==> src/rtl/mac_rx.sv <==
// RMII receive MAC: dibits -> bytes -> 32-bit little-endian words, with CRC-32,
// destination-address and length checks reported on a per-frame done pulse.
module mac_rx #(
    parameter int unsigned MAC_PACKET_BITS = 9,
    parameter int unsigned MIN_LEN         = 64,
    parameter int unsigned MAX_LEN         = 1522
) (
    input  logic                       clk,
    input  logic                       rst,
    input  logic                       rx_strobe,
    input  logic                       rx0,
    input  logic                       rx1,
    input  logic                       crs_dv,
    input  logic [47:0]                my_mac,
    output logic [31:0]                rxo_data,
    output logic                       rxo_valid,
    output logic                       rxo_done,
    output logic [10:0]                rxo_len,
    output logic [MAC_PACKET_BITS-1:0] rxo_words,
    output logic                       rxo_crc_ok,
    output logic                       rxo_mac_ok,
    output logic                       rxo_err
);

    localparam logic [10:0] LenMin     = 11'(MIN_LEN);
    localparam logic [10:0] LenMax     = 11'(MAX_LEN);
    localparam logic [31:0] CrcResidue = 32'hDEBB20E3;

    typedef enum logic [2:0] {
        StSync, StIdle, StPre, StData, StDrop, StDropSt, StFin
    } state_e;

    state_e                     state_q, state_d;
    logic [5:0]                 sh_q, sh_d;
    logic [1:0]                 dcnt_q, dcnt_d;
    logic [31:0]                crc_q, crc_d;
    logic [10:0]                len_q, len_d;
    logic [31:0]                word_q, word_d;
    logic [MAC_PACKET_BITS-1:0] words_q, words_d, words_inc;
    logic                       match_q, match_d;
    logic                       bcast_q, bcast_d;
    logic [31:0]                data_q, data_d;
    logic                       valid_q, valid_d;
    logic                       done_q, done_d;
    logic [10:0]                olen_q, olen_d;
    logic [MAC_PACKET_BITS-1:0] owords_q, owords_d;
    logic                       crc_ok_q, crc_ok_d;
    logic                       mac_ok_q, mac_ok_d;
    logic                       err_q, err_d;

    logic [7:0] byte_w;
    logic [7:0] mac_byte;
    logic       latch_st;

    function automatic logic [31:0] crc_byte(input logic [31:0] c, input logic [7:0] b);
        logic [31:0] r;
        r = c ^ {24'h0, b};
        for (int i = 0; i < 8; i++) begin
            r = r[0] ? ((r >> 1) ^ 32'hEDB88320) : (r >> 1);
        end
        return r;
    endfunction

    // Dibits arrive LSB first, so each new dibit lands on top of the byte.
    assign byte_w    = {rx1, rx0, sh_q};
    assign words_inc = (&words_q) ? words_q : words_q + MAC_PACKET_BITS'(1);

    always_comb begin
        case (len_q[2:0])
            3'd0:    mac_byte = my_mac[47:40];
            3'd1:    mac_byte = my_mac[39:32];
            3'd2:    mac_byte = my_mac[31:24];
            3'd3:    mac_byte = my_mac[23:16];
            3'd4:    mac_byte = my_mac[15:8];
            3'd5:    mac_byte = my_mac[7:0];
            default: mac_byte = 8'h00;
        endcase
    end

    always_comb begin
        state_d  = state_q;
        sh_d     = sh_q;
        dcnt_d   = dcnt_q;
        crc_d    = crc_q;
        len_d    = len_q;
        word_d   = word_q;
        words_d  = words_q;
        match_d  = match_q;
        bcast_d  = bcast_q;
        data_d   = data_q;
        valid_d  = 1'b0;
        done_d   = 1'b0;
        olen_d   = olen_q;
        owords_d = owords_q;
        crc_ok_d = crc_ok_q;
        mac_ok_d = mac_ok_q;
        err_d    = err_q;
        latch_st = 1'b0;

        case (state_q)
            StSync: if (rx_strobe && !crs_dv) state_d = StIdle;
            StIdle: if (rx_strobe && crs_dv) state_d = StPre;
            StPre: begin
                if (rx_strobe) begin
                    if (!crs_dv) begin
                        state_d = StDrop;
                    end else if ({rx1, rx0} == 2'b11) begin
                        state_d = StData;
                        sh_d    = 6'h0;
                        dcnt_d  = 2'd0;
                        crc_d   = 32'hFFFFFFFF;
                        len_d   = 11'd0;
                        word_d  = 32'h0;
                        words_d = '0;
                        match_d = 1'b1;
                        bcast_d = 1'b1;
                    end else if ({rx1, rx0} != 2'b01) begin
                        state_d = StDrop;
                    end
                end
            end
            StData: begin
                if (rx_strobe) begin
                    if (!crs_dv) begin
                        if (len_q[1:0] != 2'd0) begin
                            data_d  = word_q;
                            valid_d = 1'b1;
                            words_d = words_inc;
                            state_d = StFin;
                        end else begin
                            latch_st = 1'b1;
                            state_d  = StIdle;
                        end
                    end else begin
                        sh_d   = byte_w[7:2];
                        dcnt_d = dcnt_q + 2'd1;
                        if (dcnt_q == 2'd3) begin
                            len_d = len_q + 11'd1;
                            crc_d = crc_byte(crc_q, byte_w);
                            if (len_q < 11'd6) begin
                                match_d = match_q & (byte_w == mac_byte);
                                bcast_d = bcast_q & (byte_w == 8'hFF);
                            end
                            if (len_q == LenMax) begin
                                state_d = StDropSt;
                            end else begin
                                unique case (len_q[1:0])
                                    2'd0: word_d = {24'h0, byte_w};
                                    2'd1: word_d[15:8] = byte_w;
                                    2'd2: word_d[23:16] = byte_w;
                                    default: begin
                                        word_d[31:24] = byte_w;
                                        data_d        = {byte_w, word_q[23:0]};
                                        valid_d       = 1'b1;
                                        words_d       = words_inc;
                                    end
                                endcase
                            end
                        end
                    end
                end
            end
            StFin: begin
                latch_st = 1'b1;
                state_d  = StIdle;
            end
            StDropSt: begin
                if (rx_strobe && !crs_dv) begin
                    latch_st = 1'b1;
                    state_d  = StIdle;
                end
            end
            StDrop: if (rx_strobe && !crs_dv) state_d = StIdle;
            default: state_d = StSync;
        endcase

        // An overlength frame leaves len_q at MAX_LEN+1, which also forces crc_ok low.
        if (latch_st) begin
            done_d   = 1'b1;
            olen_d   = len_q;
            owords_d = words_q;
            crc_ok_d = (crc_q == CrcResidue) && (len_q <= LenMax);
            mac_ok_d = match_q | bcast_q;
            err_d    = (dcnt_q != 2'd0) || (len_q < LenMin) || (len_q > LenMax);
        end
    end

    always_ff @(posedge clk) begin
        if (rst) begin
            state_q  <= StSync;
            sh_q     <= 6'h0;
            dcnt_q   <= 2'd0;
            crc_q    <= 32'h0;
            len_q    <= 11'd0;
            word_q   <= 32'h0;
            words_q  <= '0;
            match_q  <= 1'b0;
            bcast_q  <= 1'b0;
            data_q   <= 32'h0;
            valid_q  <= 1'b0;
            done_q   <= 1'b0;
            olen_q   <= 11'd0;
            owords_q <= '0;
            crc_ok_q <= 1'b0;
            mac_ok_q <= 1'b0;
            err_q    <= 1'b0;
        end else begin
            state_q  <= state_d;
            sh_q     <= sh_d;
            dcnt_q   <= dcnt_d;
            crc_q    <= crc_d;
            len_q    <= len_d;
            word_q   <= word_d;
            words_q  <= words_d;
            match_q  <= match_d;
            bcast_q  <= bcast_d;
            data_q   <= data_d;
            valid_q  <= valid_d;
            done_q   <= done_d;
            olen_q   <= olen_d;
            owords_q <= owords_d;
            crc_ok_q <= crc_ok_d;
            mac_ok_q <= mac_ok_d;
            err_q    <= err_d;
        end
    end

    assign rxo_data   = data_q;
    assign rxo_valid  = valid_q;
    assign rxo_done   = done_q;
    assign rxo_len    = olen_q;
    assign rxo_words  = owords_q;
    assign rxo_crc_ok = crc_ok_q;
    assign rxo_mac_ok = mac_ok_q;
    assign rxo_err    = err_q;

endmodule

==> config.mk <==
export PLATFORM = sky130hd
export DESIGN_NAME = mac_rx
export DESIGN_NICKNAME = d
export VERILOG_FILES = /design/src/rtl/mac_rx.sv
export SDC_FILE = /design/constraint.sdc
export NUM_CORES = 1
export LEC_CHECK = 0
export ABC_AREA = 1
export BUFFER_PORTS_ARGS = -buffer_cell sky130_fd_sc_hd__buf_2
export CAP_MARGIN = 20
export CORE_MARGIN = 2
export CORE_UTILIZATION = 40
export DETAILED_ROUTE_END_ITERATION = 10
export PLACE_DENSITY = 0.69
export REMOVE_ABC_BUFFERS = 1
export SLEW_MARGIN = 20
export SYNTH_ARGS = -nofsm -noshare
export SYNTH_HDL_FRONTEND = slang
export SYNTH_SLANG_ARGS = --single-unit
==> constraint.sdc <==
create_clock -name clk -period 6.2 [get_ports clk]
set_clock_uncertainty 0.2 [all_clocks]
set_input_delay 0.62 -clock clk [delete_from_list [all_inputs] [get_ports clk]]
set_output_delay 0.62 -clock clk [all_outputs]
set_load 0.03 [all_outputs]
* Yosys cells after proc, flatten, opt, wreduce, memory -nomap -nowiden
Cells that the tools add are included.
** Cells by class
- Div/mod/pow operators :: 0
- Multiplexer cells :: 99
- Equal/unequal tests :: 43
- Add/sub/neg operators :: 3
- Reduce and logical (&&, ||, !) cells :: 28
- Bitwise operators :: 14
- Shifts and indexed selects :: 0
- $lt $le $gt $ge :: 4
- $mul :: 0
** Operators by type and width (number)
- 32-bit two-way mux :: 26
- 32-bit one-hot mux with 2 select lines :: 2
- 13-bit inverter with 14-bit output :: 8
- 9-bit two-way mux :: 10
- 11-bit two-way mux :: 6
- 9-bit AND reduction :: 6
- 8-bit one-hot mux with 2 select lines :: 3
- 8-bit one-hot mux with 6 select lines :: 1
- 3-bit two-way mux :: 11
- 32-bit == test, second input constant :: 1
- 32-bit by 8-bit bitwise XOR with 32-bit output :: 1
- 6-bit two-way mux :: 5
- 2-bit != test, second input constant :: 13
- 11-bit one-hot mux with 2 select lines :: 1
- 1-bit two-way mux :: 21
- 3-bit != test, second input constant :: 7
- 9-bit one-hot mux with 2 select lines :: 1
- 3-bit == test, second input constant :: 5
- 3-bit one-hot mux with 5 select lines :: 1
- 7-bit AND reduction :: 2
- 3-bit by 2-bit == test with 1-bit output, second input constant :: 4
- 6-bit one-hot mux with 2 select lines :: 1
- 6-bit AND reduction :: 2
- 11-bit by 1-bit adder with 11-bit output, second input constant :: 1
- other kinds (31) :: 52
** Storage, ports and cells
- Bits in latches :: 0
- Output and inout bits :: 57
- Input bits :: 54
- Word-level logic and storage cells :: 211
- ROM bits :: 0
- Memories :: 0
- Register bits after elaboration :: 154
- Memory bits (writable) :: 0

* Logic depth before layout (Yosys ltp)
- Word-level depth :: 21
- Gate-level depth with buffers :: 17
- Mapped depth without buffers :: 16

* Worst setup path before layout
OpenSTA, ideal clock, no wires.
- Path type :: input -> register
- Start :: input port crs_dv
- End :: register crc_q[13]
- Cell stages on the path :: 13
- Required time :: 5884 ps
- Slack :: 3858 ps
- Path buffers :: 4
- Arrival :: 2025 ps
- Path through :: buf_4 inv_2 buf_4 nor2_2 nor2_1 nor3_2 nand2_4 nor2_2 buf_4 buf_4 nand2_1 o211ai_1 inv_1
** Between the ends
- Word-level cells in the longest chain between the ends :: 2
** Ends and longest elaborated chain
- from (decl) :: RTL line 13 : input logic crs_dv,
- 2-bit != test (no line)
- 7-bit AND reduction (no line) *
- to (signal assigned) :: RTL line 211 : crc_q <= crc_d;
- to (decl) :: RTL line 36 : logic [31:0] crc_q, crc_d;
Every way passes the cells marked *; elsewhere a longest branch is shown, timed or not.
A chain may end at the register's enable or synchronous reset.

* Worst setup path after layout
- Start :: register len_q[0]
- End :: register data_q[27] (netlist: rxo_data[27])
** Between the ends
- Word-level cells in the longest chain between the ends :: 4
** Ends and longest elaborated chain
- from (decl) :: RTL line 37 : logic [10:0] len_q, len_d;
- from (signal assigned) :: RTL line 212 : len_q <= len_d;
- 2-bit == test (tied with other cells) :: RTL line 147 : unique case (len_q[1:0])
- 3-bit OR reduction (no line)
- 2-bit != test (no line)
- 6-bit AND reduction (no line) *
- to (signal assigned) :: RTL line 217 : data_q <= data_d;
- to (decl) :: RTL line 42 : logic [31:0] data_q, data_d;
Marked as above.

==> impl_results.md <==
- Worst R2R Setup Slack: roughly 2.4 ns
- Layout cell share with drive strength beyond 1: 14.1%
- M1 WL: about 9900 um
- Hold Slack: 0.260 ns
- CTS Hold Bufs: 0
- Area Growth Syn to Fin: 16.6%
- Synth Register Bits: 154
- I/O pin cnt: 111
- DR WL met2: roughly 10000 um
- Per-cell routed wire length: 14.9 um
- Root Buffer: clkbuf_16
- Final ANT Viol Nets: 0
- Sequential cell area fraction in the yosys report: around 40%
- Grt total ovfl: 0
- Global Route Usage Sum: 21.5%
- Number of DRC markers in iteration 0: 553
- Initial Util: 40.5%
- Setup Buffers After CTS: 0
- Worst path slowest cell: inv_2
- Synth cell types: 42
- Worst r2r path cells: 9
- First-pass GRT wire length: 34700 um
- Most common flop cell mapped by yosys: dfxtp_1
- Maximum fanout along the worst path: 40
- Least-Margin Pin Slew: between 0.8 and 0.9 ns
- Worst Setup SP: len_q[0]$_SDFFE_PP0P_
- Hold Violations, Final: 0
- Fin crit period: between 3 and 4 ns
- Status: complete, no violations
- Worst slack at placement: 2.08 ns
- Crit Path Class: reg2reg
- Pwr dens: slightly below 400 mW/mm^2
- Core Util, Final: 47.2%
- Post_cts resized: 0
- Ant diodes: 0
- Die Ht: 144 um
- Max stage delay on crit path: 0.72 ns
- Mapped Cells: 1119
- Setup TNS: 0 ns
- DP Wirelength: 15100 um
- Async S/R FF share, synth: 0%
- Critical path launch point type: flop
- FF-to-FF Start: len_q[0]$_SDFFE_PP0P_
- Worst path top cell family by delay: simple AND/OR/NAND/NOR gates
- Post-Route WL: 22100 um
- Total core area: 0.0193 mm^2
- WP depth: 9
- FMAX: 261 MHz
- Fin crit share: 61.7%
- GPL Wtd Cong: 0.874
- Top routing layer used: met4
- Met3 wire length: 1480 um
- Max-cap violations: 0
- Multi-input combinational cell area: 0.00415 mm^2
- Worst path cell trace: clkinv_1 -> ha_1 -> nor2_1 -> a21oi_1 -> nor4b_1 -> nand2_1 -> inv_2 -> o21ai_0 -> a31oi_1
- CTS Buffer Depth: 2
- Slew Viols, Final: 0
- Buf/Inv on CP: 2
- CTS buffer count: 17
- Peak VDD IR: 0.188 mV
- Reg2Reg Capture Point: rxo_data[27]$_SDFFE_PP0P_
- RSZ-0062 raised after global routing: no
- Clk Latency, worst-skew pair: 0.42 ns
- Port bufs: 110
- Initial antenna violation count: 0
- Vias in the first global route: 6900
- Slew HR: 41.6%
- Post-synth EDFFs: 0
- Setup WS post-layout: 2.37 ns
- Fill count: 1954
- NumNets Final: 1269
- 1st-pass router iterations: 5
- Vias: 7628
- Core Rows: 51
- CTS tree: yes
- Endpoints failing setup: 0
- Crit end category: flop
- H-tree depth: 4
- Min-delay src: match_q$_SDFFE_PP0P_
- Storage cell area: 0.00308 mm^2
- Worst-path clk slew: 0.06 ns
- Static Leak: 4.00 nW
- Clock sinks: between 150 and 200
- Critical path destination: rxo_data[27]$_SDFFE_PP0P_
- Post-DR vias/cell: 5.14
- Mapped Area: 0.00780 mm^2
- Req. time, crit path: around 6.4 ns
- Yosys warns: 0
- DRC: 0
- Die X-Extent: around 140 um
- Min-delay worst type: reg2reg
- Largest net degree at the start of global routing: 95
- Die area: 0.0206 mm^2
- Syn avg cell area: 6.97 um^2
- Crit path arrival time: approximately 4.0 ns
==> stage by stage <==
stage	instance area [um^2]	instances	total power, mW
finish	9100	1483	3.51
detailed placement	8510	1451	2.49
floorplan	7590	1071	2.17
global placement	8510	1451	2.47
global route	9100	1483	3.73
CTS	9100	1483	3.52
==> area by class of cell <==
class / count / share of cell area, %
Inverter: 96 / 3.96
Tap cell: 265 / 3.64
Sequential cell: 154 / 33.9
Clock buffer: 22 / 5.10
Timing Repair Buffer: 115 / 6.46
Clock inverter: 10 / 1.31
Multi-Input combinational cell: 821 / 45.6
==> power by group <==
group | switching, mW | total, mW | internal (mW) | leakage, nW
clock network | 0.413 | 1.03 | 0.614 | 0.276
registers | 0.112 | 1.26 | 1.15 | 1.25
logic | 0.803 | 1.22 | 0.421 | 2.48
==> cell families (layout without fill, tap and decap cells) <==
kind of cell	after synthesis	count (layout)	synth area share, %
DFF	154	154	39.5
adders and majority gates	10	10	1.60
buffers and inverters	144	243	7.28
and+or+nand+nor	520	520	28.4
AOI/OAI and AO/OA	226	226	15.7
xor gates and xnor gates	65	65	7.59
==> placed cells by master (no fill, tap or decap), types with 8 or more instances in the layout <==
cell       count
nand2_1      240
nor2_1       154
dfxtp_1      154
buf_2        110
o21ai_0      104
inv_1         87
a21oi_1       86
nand3_1       64
xor2_1        46
nor3_1        19
nand4_1       18
clkbuf_16     17
xnor2_1       16
ha_1          10
a31oi_1        9
o211ai_1       8
a221oi_1       8
==> registers in the layout, indices dropped and copies added, names as in the netlist <==
register    flops
rxo_done        1
crc_q          32
rxo_mac_ok      1
len_q          11
bcast_q         1
rxo_err         1
rxo_len        11
match_q         1
rxo_data       32
state_q         3
dcnt_q          2
rxo_words       9
rxo_crc_ok      1
sh_q            6
word_q         32
words_q         9
rxo_valid       1
==> routing by layer <==
metal / track usage [%] / vias to the layer above
met5: 0 / -
met4: 8.26 / 0
met3: 4.20 / 40
met2: 35.4 / 278
met1: 27.9 / 3466
li1: - / 3844
==> worst min-delay path by stage <==
stage | slack (ns) | depth (start not counted) | end
after global routing | 0.28 | 2 | match_q$_SDFFE_PP0P_
after floorplan | 0.23 | 2 | match_q$_SDFFE_PP0P_
after detailed placement | 0.25 | 2 | word_q[21]$_SDFFE_PP0P_
after global placement | 0.25 | 2 | match_q$_SDFFE_PP0P_
after CTS | 0.26 | 2 | match_q$_SDFFE_PP0P_
final | 0.26 | 2 | match_q$_SDFFE_PP0P_
==> synth_stat cells, types with 9 or more instances <==
cell type | count | area (um^2)
nand4_1 | 18 | 113
a31oi_1 | 9 | 56.3
nor3_1 | 19 | 95.1
xor2_1 | 46 | 403
o21ai_0 | 104 | 521
nand2_1 | 240 | 901
nor2_1 | 154 | 578
a21oi_1 | 86 | 430
ha_1 | 10 | 125
dfxtp_1 | 154 | 3080
xnor2_1 | 16 | 140
clkbuf_1 | 31 | 116
inv_1 | 89 | 334
buf_2 | 10 | 50.1
nand3_1 | 64 | 320
==> tightest hold or removal path: stages, from the launching register on <==
cell and delay [ns]:
dfxtp_1 0.30, nand2_1 0.06, a21oi_1 0.05
Power figures use the tool's default switching activity.
